===== config.mk =====
export PLATFORM = sky130hd
export DESIGN_NAME = motion_sequencer
export DESIGN_NICKNAME = d
export VERILOG_FILES = /design/src/rtl/motion_pkg.sv /design/src/rtl/motion_sequencer_prescaler.sv /design/src/rtl/motion_sequencer.sv
export SDC_FILE = /design/constraint.sdc
export NUM_CORES = 1
export LEC_CHECK = 0
export CAP_MARGIN = 20
export CORE_MARGIN = 10
export CORE_UTILIZATION = 51
export CTS_CLUSTER_DIAMETER = 40
export DETAILED_ROUTE_END_ITERATION = 7
export GPL_TIMING_DRIVEN = 1
export PLACE_DENSITY = 0.71
export SYNTH_ARGS = -nofsm -noshare
export SYNTH_HDL_FRONTEND = slang
export SYNTH_SLANG_ARGS = --single-unit
export TNS_END_PERCENT = 1

===== constraint.sdc =====
create_clock -name clk -period 4.75 [get_ports clk]
set_input_delay 0.95 -clock clk [delete_from_list [all_inputs] [get_ports clk]]
set_output_delay 0.95 -clock clk [all_outputs]
set_load 0.02 [all_outputs]

===== src/rtl/motion_pkg.sv =====
// motion_pkg: direction codes, sequencer state encoding and direction decode shared by the sequencer and monitors
package motion_pkg;
  localparam logic [2:0] DIR_B = 3'd0;
  localparam logic [2:0] DIR_R = 3'd1;
  localparam logic [2:0] DIR_S = 3'd2;
  localparam logic [2:0] DIR_L = 3'd3;
  localparam logic [2:0] DIR_F = 3'd4;
  typedef enum logic [2:0] {S_IDLE, S_LOAD, S_RUN, S_GAP, S_DONE} state_t;
  function automatic logic [4:0] dir_onehot(input logic [2:0] d);
    return d > DIR_F ? 5'd0 : 5'd1 << d;
  endfunction
endpackage


===== src/rtl/motion_sequencer_prescaler.sv =====
// tick_prescaler: divides clk by PRESCALE while enabled, emitting one tick per wrap
module tick_prescaler #(
  parameter int PRESCALE = 1000
) (
  input  logic clk,
  input  logic I_rst,
  input  logic en,
  input  logic clr,
  output logic tick
);
  localparam int CW = $clog2(PRESCALE);
  logic [CW-1:0] cnt;
  assign tick = en && cnt == CW'(PRESCALE - 1);
  always_ff @(posedge clk or posedge I_rst)
    if (I_rst) cnt <= '0;
    else if (clr) cnt <= '0;
    else if (en) cnt <= tick ? '0 : cnt + CW'(1);
endmodule


===== src/rtl/motion_sequencer.sv =====
// motion_sequencer: plays a stored (direction, duration) program onto set/running with dead-time, pause and abort
module motion_sequencer
  import motion_pkg::*;
#(
  parameter int DEPTH    = 8,
  parameter int DUR_W    = 16,
  parameter int PRESCALE = 1000,
  parameter int DEAD     = 4
) (
  input  logic                       clk,
  input  logic                       I_rst,
  input  logic                       prog_we,
  input  logic [$clog2(DEPTH)-1:0]   prog_addr,
  input  logic [2:0]                 prog_dir,
  input  logic [DUR_W-1:0]           prog_dur,
  input  logic [$clog2(DEPTH):0]     prog_len,
  input  logic                       start,
  input  logic                       pause,
  input  logic                       abort,
  output logic [4:0]                 set,
  output logic                       running,
  output logic                       busy,
  output logic                       done,
  output logic [$clog2(DEPTH)-1:0]   step_idx
);
  localparam int AW = $clog2(DEPTH);
  localparam int LW = AW + 1;
  localparam int GW = $clog2(DEAD + 1);
  localparam logic [GW-1:0] G_LAST = GW'(DEAD - 1);
  localparam logic [GW-1:0] G_MID  = GW'(DEAD > 1 ? DEAD - 2 : 0);
  logic [2:0]       dir_mem [DEPTH];
  logic [DUR_W-1:0] dur_mem [DEPTH];
  state_t           state;
  logic [AW-1:0]    idx;
  logic [LW-1:0]    len;
  logic [DUR_W-1:0] cnt;
  logic [GW-1:0]    gap;
  logic [2:0]       cur_dir;
  logic [DUR_W-1:0] cur_dur;
  logic             last, tick;
  assign cur_dir  = dir_mem[idx];
  assign cur_dur  = dur_mem[idx];
  assign last     = ({1'b0, idx} + LW'(1)) == len;
  assign step_idx = idx;
  always_ff @(posedge clk)
    if (prog_we && !busy) begin
      dir_mem[prog_addr] <= prog_dir;
      dur_mem[prog_addr] <= prog_dur;
    end
  tick_prescaler #(.PRESCALE(PRESCALE)) u_pre (
    .clk  (clk),
    .I_rst(I_rst),
    .en   (state == S_RUN && running),
    .clr  (state == S_LOAD),
    .tick (tick)
  );
  // Counting only advances in cycles whose outputs were live, so pause never loses time.
  // Between steps the LOAD cycle is part of the dead-time gap, so GAP is one shorter there.
  always_ff @(posedge clk or posedge I_rst)
    if (I_rst) begin
      state   <= S_IDLE;
      idx     <= '0;
      len     <= '0;
      cnt     <= '0;
      gap     <= '0;
      set     <= '0;
      running <= 1'b0;
      busy    <= 1'b0;
      done    <= 1'b0;
    end else begin
      done <= 1'b0;
      if (abort) begin
        state   <= S_IDLE;
        idx     <= '0;
        set     <= '0;
        running <= 1'b0;
        busy    <= 1'b0;
      end else case (state)
        S_IDLE: if (start) begin
          if (prog_len == '0) done <= 1'b1;
          else begin
            state <= S_LOAD;
            idx   <= '0;
            len   <= prog_len;
            busy  <= 1'b1;
          end
        end
        S_LOAD: if (cur_dur == '0) begin
          if (last) begin
            state   <= S_DONE;
            done    <= 1'b1;
            running <= 1'b0;
          end else idx <= idx + AW'(1);
        end else begin
          state   <= S_RUN;
          cnt     <= cur_dur;
          set     <= pause ? 5'd0 : dir_onehot(cur_dir);
          running <= !pause;
        end
        S_RUN: begin
          set     <= pause ? 5'd0 : dir_onehot(cur_dir);
          running <= !pause;
          if (tick && cnt == DUR_W'(1)) begin
            set <= '0;
            if (!last && DEAD == 1) begin
              state   <= S_LOAD;
              idx     <= idx + AW'(1);
              running <= 1'b1;
            end else begin
              state <= S_GAP;
              gap   <= '0;
            end
          end else if (tick) cnt <= cnt - DUR_W'(1);
        end
        S_GAP: begin
          running <= !pause;
          if (running) begin
            if (gap == (last ? G_LAST : G_MID)) begin
              if (last) begin
                state   <= S_DONE;
                done    <= 1'b1;
                running <= 1'b0;
              end else begin
                state   <= S_LOAD;
                idx     <= idx + AW'(1);
                running <= 1'b1;
              end
            end else gap <= gap + GW'(1);
          end
        end
        S_DONE: begin
          state <= S_IDLE;
          busy  <= 1'b0;
        end
        default: state <= S_IDLE;
      endcase
    end
endmodule

==> results of run 1 <==
## path summary, 6_finish.rpt
| path | start | endpoint | depth (start not counted) |
|---|---|---|---|
| worst min register to register | gap[2] | gap[2] | 1 |
| worst max-delay path | step_idx[0] | state[2] | 10 |
| worst max register to register | step_idx[0] | state[2] | 10 |
| max in group asynchronous | I_rst | step_idx[0] | 3 |
| min in group asynchronous | I_rst | cnt[0] | 2 |
| worst min-delay path | gap[2] | gap[2] | 1 |
## registers in the layout, summed over array words and instances (netlist names)
register	flops
busy	1
gap	3
done	1
dir_mem	24
set	5
u_pre.cnt	10
dur_mem	128
running	1
step_idx	3
state	3
cnt	16
len	4
## worst max-delay path, cell delays in order, from the launching register on
cell	delay, ns
dfrtp_2	0.62
buf_12	0.26
buf_4	0.22
ha_1	0.23
xor2_1	0.10
or3_1	0.33
a211oi_2	0.54
or4b_2	0.23
nand3_1	0.14
a311oi_1	0.63
and3_1	0.27
## cell usage in the layout (no fill, tap or decap), types with 11 or more instances in the layout
cell type,netlist,routed
edfxtp_1,152,152
nand2_1,46,46
dfrtp_1,47,46
clkbuf_16,0,17
o21ai_0,19,19
nor3_1,14,11
a21oi_1,22,22
mux2_2,19,19
nor2_1,30,30
mux4_2,38,38
buf_4,3,13
nand3_1,13,13
clkdlybuf4s50_1,0,42
## synth_stat cells (6+ instances only)
cell type / count / area share (%)
nand3_1: 13 / 0.75
buf_2: 6 / 0.35
o21ai_1: 9 / 0.52
nand2_1: 46 / 2.0
a21oi_1: 22 / 1.3
mux2i_1: 8 / 0.93
mux2_2: 19 / 2.5
nor2_1: 30 / 1.3
nor3_1: 14 / 0.81
mux4_2: 38 / 9.9
nor4_1: 8 / 0.58
a22o_1: 6 / 0.61
dfrtp_1: 47 / 14
nand4_1: 8 / 0.58
inv_1: 8 / 0.35
clkbuf_1: 16 / 0.70
edfxtp_1: 152 / 53
xor2_1: 8 / 0.81
o21ai_0: 19 / 1.1
## per-stage QoR
step / hold slack [ns] / cell area (um2) / setup WS [ns] / cells
final: 0.518 / 10000 / 1.12 / 847
after global routing: 0.532 / 10000 / 0.999 / 847
after CTS: 0.515 / 9980 / 1.21 / 846
after detailed placement: 0.493 / 9350 / 1.22 / 814
after global placement: 0.487 / 9330 / 1.24 / 813
after floorplan: 0.466 / 8630 / 1.53 / 565
## power by group
part | internal [W] | switching, W
Combinational | 0.000475 | 0.000560
Clock | 0.000779 | 0.000737
Sequential | 0.00203 | 0.000166
## metal layers
layer / GRT usage, % / wire, um / up-vias
li1: - / - / 2325
met1: 21.5 / 7600 / 2600
met2: 27.9 / 9240 / 129
met3: 3.81 / 835 / 14
met4: 4.28 / 156 / 0
met5: 0 / 0 / -
## cell families (layout without fill, tap and decap cells)
family,after synthesis,after routing,share of synthesized area (%)
mux,67,67,13.7
fa+ha+maj,5,5,0.725
simple gates,156,156,9.20
compound gates,88,88,6.58
xor+xnor,12,12,1.22
flops,199,199,66.5
buf+inv,38,100,2.13
## layout make-up
cell class / instances / area, um2
clock inverters: 15 / 210
inverters: 9 / 33.8
repair buffers: 59 / 593
flip-flops and latches: 199 / 5740
multi-input cells: 328 / 2730
fillers: 1242 / 6580
well taps: 220 / 275
clock buffers: 17 / 425
==> metrics.yaml, run 1 <==
wl_per_cell_um: 21.1
r2r_slack_ns: 1.12
total_power_w: 0.00474
htreeDepth: 4
fin_crit_ns: 3.63
synth_ff_type: "edfxtp_1"
num-nets-final: 651
cts.clk_slew.worst_paths_ns: 0.08
drive_gt1_share_pct: 19.3
dieArea_um2: 22500
synthCells: 565
dpl.hpwl_um: 11200
slew_headroom_pct: 38.8
overflow: 0
yosysUniqueCellTypes: 62
crit_type: "register to register"
avgSynthCellArea_um2: 15.3
power_per_cell_area_nw_per_um2: 474
synth-seq-area-share_pct: 66.5
grt_use_total_pct: 16.6
arrival_ns: 4.00
finalHoldViolations: 0
ir_worst_vdd_v: 0.000456
fin_worst_skew_ns: 0.00608
hold_class: "register to register"
status: "complete, no violations"
cts_setup_buffers: 0
finalCritPeriodShare_pct: 76.5
synth_seq_cells: 199
fmax_ghz: 0.275
rsz0062_at_grt: "no"
p_leak_nw: 3.35
worstMarginPinSlew_ns: 0.919
io-pin-count: 43
port_buffers: 42
cts_tree: "built"
syn_to_final_growth_pct: 15.9
synth-async-reset-ratio_pct: 23.6
ant_nets: 0
required_ns: 5.12
num_vias: 5068
initial_core_util_pct: 52.1
cts_buffers: 17
ctsResizeCount: 0
fp-row-count: 47
clock-sinks: 199
report.final.slew_viol_count: 0
cts_buffer_depth: 2
die-height_um: 150
antenna_found_initial: 0
postCtsHoldBufs: 0
drt-total-wl_um: 17800
worstPathMaxFanout: 19
grt_pass1_wl_um: 29000
die_width_um: 150
clk_latency_ns: 0.44
viasPerCell: 5.98
ys_warn_count: 0
drc: 0
drv_cap: 0
place_congestion: 0.843
root_buffer: "clkbuf_16"
synth_edf_count: 152
grt_max_degree: 48
coreArea_um2: 16600
netlist_area_um2: 8630
tns_ns: 0
cp-start-kind: "register"
grt_pass1_vias: 5285
antenna_cells: 0
drt_iter0_drc: 465
fin_util_pct: 60.3
drt_first_pass_iters: 5
syn-num-nets: 602
cp-end-kind: "register"
finalSetupViolCount: 0
Note: power is estimated with default switching activity, not from simulation.
==> inputs of run 2 (changes only) <==
--- a/config.mk
+++ b/config.mk
@@ -11,7 +11,7 @@
 export CTS_CLUSTER_DIAMETER = 40
 export DETAILED_ROUTE_END_ITERATION = 7
 export GPL_TIMING_DRIVEN = 1
-export PLACE_DENSITY = 0.71
+export PLACE_DENSITY = 0.74
 export SYNTH_ARGS = -nofsm -noshare
 export SYNTH_HDL_FRONTEND = slang
 export SYNTH_SLANG_ARGS = --single-unit
==> constraint.sdc (replaced) <==
create_clock -name clk -period 3.1 [get_ports clk]
set_input_delay 0.62 -clock clk [delete_from_list [all_inputs] [get_ports clk]]
set_output_delay 0.62 -clock clk [all_outputs]
set_load 0.02 [all_outputs]
==> metrics.yaml, run 2 (same netlist as run 1, synthesis figures left out) <==
r2r_slack_ns: 0.22  # -0.90 ns
postCtsHoldBufs: 0  # unchanged
antenna_cells: 0  # unchanged
drv_cap: 0  # unchanged
fin_worst_skew_ns: 0.00959  # +0.00351 ns
dieArea_um2: 22500  # unchanged
die-height_um: 150  # unchanged
clock-sinks: 199  # unchanged
r2r_start: "step_idx[0]"
fill_cells: 1219  # -1.9%
largestRegisters: "dur_mem (128), dir_mem (24), cnt (16)"
worstMarginPinSlew_ns: 0.616  # -0.303 ns
antenna_found_initial: 0  # unchanged
grt_use_total_pct: 16.1  # -0.56 points
status: "complete, no violations"
num_vias: 5079  # +0.22%
ant_nets: 0  # unchanged
multi_input_area_um2: 2740  # +0.46%
worstPathMaxFanout: 31  # +12
cts_buffer_depth: 2  # unchanged
crit_slowest_cell: "mux4_2"
io-pin-count: 43  # unchanged
wl_met2_um: 9090  # -1.6%
finalNonFillerCells: 852  # +0.59%
num-nets-final: 657  # +0.92%
port_buffers: 42  # unchanged
finalSetupViolCount: 0  # unchanged
regArea_um2: 5740  # unchanged
whs_path_depth: 1  # unchanged
wl_met3_um: 816  # -2.3%
cts.clk_slew.worst_paths_ns: 0.07  # about the same
drt-total-wl_um: 17500  # -2.2%
cp-start-kind: "register"
report.final.slew_viol_count: 0  # unchanged
drc: 0  # unchanged
ff2ff_path_depth: 8  # -2
wl_met1_um: 7260  # -4.6%
slew_headroom_pct: 58.9  # +20 points
required_ns: 3.42  # -1.70 ns
grt_max_degree: 44  # -8.3%
initial_core_util_pct: 52.1  # unchanged
drt_iter0_drc: 511  # +9.9%
worstReg2RegEnd: "step_idx[0]"
die_width_um: 150  # unchanged
final_common_cell: "edfxtp_1"
largest_reg_flops: 128  # unchanged
holdWs_ns: 0.517  # -0.0000850 ns
rsz0062_at_grt: "no"
crit_buf_inv: 1  # -1
dpl.hpwl_um: 11300  # +0.21%
wl_per_cell_um: 20.5  # -2.7%
grt_pass1_vias: 5137  # -2.8%
root_buffer: "clkbuf_16"
finalHoldViolations: 0  # unchanged
cp-end-kind: "register"
hold_class: "register to register"
critPathMaxStageDelay_ns: 0.53  # -0.10 ns
cp_cell_sequence: "buf_12, mux4_2, mux2i_1, and4_1, and4_2, o21ai_1, a21o_1, mux2_4"
overflow: 0  # unchanged
arrival_ns: 3.20  # -0.80 ns
grt_pass1_wl_um: 27900  # -3.5%
min_from: "gap[2]"
power_per_cell_area_nw_per_um2: 713  # +50%
syn_to_final_growth_pct: 16.1
htreeDepth: 4  # unchanged
fin_crit_ns: 2.88  # -0.748 ns
clk_latency_ns: 0.43  # about the same
cts_tree: "built"
mostFrequentLayoutCells: "edfxtp_1 (152), nand2_1 (46), dfrtp_1 (46), clkdlybuf4s50_1 (42), mux4_2 (38)"
fp-row-count: 47  # unchanged
tns_ns: 0  # unchanged
drt_first_pass_iters: 5  # unchanged
p_leak_nw: 3.37  # +0.36%
dpl.cell_count: 821  # +0.86%
crit_type: "register to register"
top_layer: "met4"
viasPerCell: 5.96  # -0.37%
cts_buffers: 17  # unchanged
top_register: "dur_mem"
whs_endpoint: "gap[2]"
crit_family: "multiplexers"
drive_gt1_share_pct: 20.7  # +1.4 points
finalCritPeriodShare_pct: 93.0  # +17 points
coreArea_um2: 16600  # unchanged
ir_worst_vdd_v: 0.000543  # +19%
place_congestion: 0.884  # +4.8%
fmax_ghz: 0.347  # +26%
==> run 2: repair_timing <==
action                     4_1_cts  5_1_grt
setup endpoints to repair        0        3
gates resized for setup          0        2
setup buffers                    0        0
==> run 2: metrics by stage <==
| step | instance area, um2 | setup WS [ns] | total power, W | util, % |
|---|---|---|---|---|
| 2_1_floorplan | 8630 | 0.214 | 0.00453 | - |
| 3_3_place_gp | 9440 | 0.192 | 0.00497 | 56.9 |
| 3_5_place_dp | 9440 | 0.204 | 0.00503 | 56.9 |
| 4_1_cts | 10000 | 0.166 | 0.00718 | 60.4 |
| 5_1_grt | 10000 | 0.0345 | 0.00749 | 60.4 |
| 6_report | 10000 | 0.215 | 0.00715 | 60.4 |
==> run 2: worst reg2reg max path, cell delays in order, from the launching register on <==
cell and delay, ns:
dfrtp_2 0.42, buf_12 0.25, mux4_2 0.55, mux2i_1 0.32, and4_1 0.27, and4_2 0.34, o21ai_1 0.08, a21o_1 0.24
mux2_4 0.30
==> run 2: final cells by class <==
class / count / area share [%]
clock buffer: 17 / 4.25
clock inverter: 14 / 1.51
inverter: 9 / 0.337
multi-input combinational: 328 / 27.3
sequential: 199 / 57.3
tap: 220 / 2.75
timing repair buffer: 65 / 6.54
==> run 2: per-layer routing <==
metal	track usage, %	vias to the layer above
met5	0	-
met4	6.27	0
met3	3.12	20
met2	27.3	159
met1	20.0	2568
li1	-	2332
==> run 2: report_power, final <==
| group | switching [W] | internal [W] | leakage, nW |
|---|---|---|---|
| sequential | 0.000227 | 0.00311 | 1.98 |
| combinational | 0.000893 | 0.000772 | 1.10 |
| clock | 0.00101 | 0.00114 | 0.288 |
| total | 0.00213 | 0.00502 | 3.37 |
==> run 2: how the worst max path moves through the flow <==
stage / slack (ns) / endpoint / depth (start not counted) / startpoint
4_1_cts: 0.17 / step_idx[0] / 8 / step_idx[0]
3_5_place_dp: 0.20 / step_idx[0] / 8 / step_idx[0]
5_1_grt: 0.03 / step_idx[1] / 8 / step_idx[0]
2_1_floorplan: 0.21 / dir_mem[0][0] / 2 / prog_addr[1]
6_report: 0.22 / step_idx[0] / 8 / step_idx[0]
3_3_place_gp: 0.19 / step_idx[0] / 8 / step_idx[0]
==> inputs of run 3 (changes only) <==
--- a/config.mk
+++ b/config.mk
@@ -8,10 +8,12 @@
 export CAP_MARGIN = 20
 export CORE_MARGIN = 10
 export CORE_UTILIZATION = 51
+export CTS_BUF_LIST = sky130_fd_sc_hd__clkbuf_4 sky130_fd_sc_hd__clkbuf_8
 export CTS_CLUSTER_DIAMETER = 40
 export DETAILED_ROUTE_END_ITERATION = 7
 export GPL_TIMING_DRIVEN = 1
 export PLACE_DENSITY = 0.74
+export SLEW_MARGIN = 20
 export SYNTH_ARGS = -nofsm -noshare
 export SYNTH_HDL_FRONTEND = slang
 export SYNTH_SLANG_ARGS = --single-unit
==> metrics.yaml, run 3 (same netlist as run 1, synthesis figures left out) <==
viasPerCell: 5.98  # +0.33%
place_congestion: 0.884  # unchanged
rsz0062_at_grt: "no"
crit_slowest_cell: "mux4_2"
finalHoldViolations: 0  # unchanged
drt_iter0_drc: 421  # -18%
die_width_um: 150  # unchanged
drc: 0  # unchanged
whs_path_depth: 1  # unchanged
die-height_um: 150  # unchanged
antenna_cells: 0  # unchanged
p_leak_nw: 3.28  # -2.6%
final_common_cell: "edfxtp_1"
crit_type: "register to register"
report.final.slew_viol_count: 0  # unchanged
cp-end-kind: "register"
num_vias: 5096  # +0.33%
dieArea_um2: 22500  # unchanged
hold_class: "register to register"
crit_cells: 8  # unchanged
mostFrequentLayoutCells: "edfxtp_1 (152), nand2_1 (46), dfrtp_1 (46), clkdlybuf4s50_1 (42), mux4_2 (38)"
clock-sinks: 199  # unchanged
holdWs_ns: 0.514  # -0.00355 ns
cts_buffers: 17  # unchanged
grt_max_degree: 44  # unchanged
largestRegisters: "dur_mem (128), dir_mem (24), cnt (16)"
worstPathMaxFanout: 31  # unchanged
fp-row-count: 47  # unchanged
finalCritPeriodShare_pct: 92.8  # -0.23 points
crit_family: "multiplexers"
num-nets-final: 657  # unchanged
antenna_found_initial: 0  # unchanged
cp-start-kind: "register"
port_buffers: 42  # unchanged
fin_crit_ns: 2.88  # -0.00710 ns
drt-total-wl_um: 17300  # -0.69%
tns_ns: 0  # unchanged
power_per_cell_area_nw_per_um2: 672  # -5.7%
cp_cell_sequence: "buf_12, mux4_2, mux2i_1, and4_1, and4_2, o21ai_1, a21o_1, mux2_4"
drive_gt1_share_pct: 20.7  # unchanged
coreArea_um2: 16600  # unchanged
top_register: "dur_mem"
cts_setup_buffers: 0  # unchanged
cts.clk_slew.worst_paths_ns: 0.10  # +0.03 ns
clockPowerShare_pct: 24.5  # -5.6 points
intPower_w: 0.00454  # -9.5%
ant_nets: 0  # unchanged
crit_buf_inv: 1  # unchanged
wl_per_cell_um: 20.3  # -0.69%
dpl.hpwl_um: 11300  # unchanged
combPwrFrac_pct: 25.1  # +1.8 points
drt_first_pass_iters: 7  # +2
fin_worst_skew_ns: 0.0227  # +0.0131 ns
worstMarginPinSlew_ns: 0.616  # +0.0000305 ns
arrival_ns: 3.24  # +0.04 ns
fmax_ghz: 0.348  # +0.25%
clk_latency_ns: 0.47  # +0.04 ns
required_ns: 3.46  # +0.04 ns
ff2ff_path_depth: 8  # unchanged
grt_pass1_wl_um: 27800  # -0.47%
syn_to_final_growth_pct: 13.8
io-pin-count: 43  # unchanged
postCtsHoldBufs: 0  # unchanged
netSwitchingFraction_pct: 31.3  # +1.5 points
cts_buffer_depth: 2  # unchanged
drv_cap: 0  # unchanged
pre_cts_ws_ns: 0.204  # unchanged
cts_tree: "built"
seq_power_share_pct: 50.4  # +3.8 points
grt_pass1_vias: 5170  # +0.64%
grt_use_total_pct: 15.9  # -0.20 points
largest_reg_flops: 128  # unchanged
htreeDepth: 4  # unchanged
finalSetupViolCount: 0  # unchanged
critPathMaxStageDelay_ns: 0.53  # about the same
overflow: 0  # unchanged
root_buffer: "clkbuf_8"
finalWorstSetupSlack_ns: 0.223  # +0.00710 ns
p_sw_w: 0.00207  # -3.0%
initial_core_util_pct: 52.1  # unchanged
slew_headroom_pct: 58.9  # about the same
status: "complete, no violations"
ir_worst_vdd_v: 0.000391  # -28%
==> run 3: changes by cell type in the layout (fill, tap and decap cells not counted) <==
cell       delta
clkbuf_16    -17
clkbuf_8     +17
==> run 3: metal layers <==
| layer | GRT usage (%) | vias up | share of wire [%] |
|---|---|---|---|
| met5 | 0 | - | 0 |
| met1 | 20.0 | 2596 | 42 |
| li1 | - | 2326 | - |
| met2 | 26.9 | 151 | 52 |
| met3 | 3.36 | 23 | 4.4 |
| met4 | 5.05 | 0 | 1.5 |
==> run 3: power groups by stage <==
| stage | Sequential (W) | Clock [W] | Combinational [W] |
|---|---|---|---|
| floorplan | 0.00333 | 0 | 0.00120 |
| global placement | 0.00336 | 0 | 0.00160 |
| detailed placement | 0.00338 | 0 | 0.00165 |
| CTS | 0.00332 | 0.00165 | 0.00166 |
| global route | 0.00336 | 0.00176 | 0.00182 |
| finish | 0.00333 | 0.00162 | 0.00166 |
==> run 3: repair_timing <==
item                                    CTS  global route
resized for setup                         0             2
endpoints found under the hold margin     0             0
endpoints found under the setup margin    0             3
==> run 3: worst reg2reg max path: cells and delay by family, from the launching register on <==
| family | cells | cell delay, ns |
|---|---|---|
| AO/OA/AOI/OAI | 2 | 0.32 |
| buffers and inverters | 1 | 0.24 |
| flip-flops | 1 | 0.43 |
| multiplexers | 3 | 1.17 |
| AND/OR/NAND/NOR | 2 | 0.61 |
==> run 3: final timing paths <==
kind,slack (ns),to,start
max,0.22,step_idx[0],step_idx[0]
min,0.51,gap[2],gap[2]
max reg2reg,0.22,step_idx[0],step_idx[0]
min reg2reg,0.51,gap[2],gap[2]
max in group asynchronous,1.84,cnt[10],I_rst
min in group asynchronous,0.55,set[2],I_rst
==> run 3: final cells by class <==
cell class	count	area (um2)
Fill cell	1233	6750
Inverter	9	33.8
Multi-Input combinational cell	328	2740
Timing Repair Buffer	65	656
Sequential cell	199	5740
Clock buffer	17	234
Clock inverter	14	151
Tap cell	220	275
==> run 3: per-stage QoR <==
step | area, um2 | power (W) | std cells | util [%]
2_1_floorplan | 8630 | 0.00453 | 565 | -
6_report | 9830 | 0.00661 | 852 | 59.3
5_1_grt | 9830 | 0.00695 | 852 | 59.3
4_1_cts | 9820 | 0.00663 | 852 | 59.2
3_3_place_gp | 9440 | 0.00497 | 821 | 56.9
3_5_place_dp | 9440 | 0.00503 | 821 | 56.9
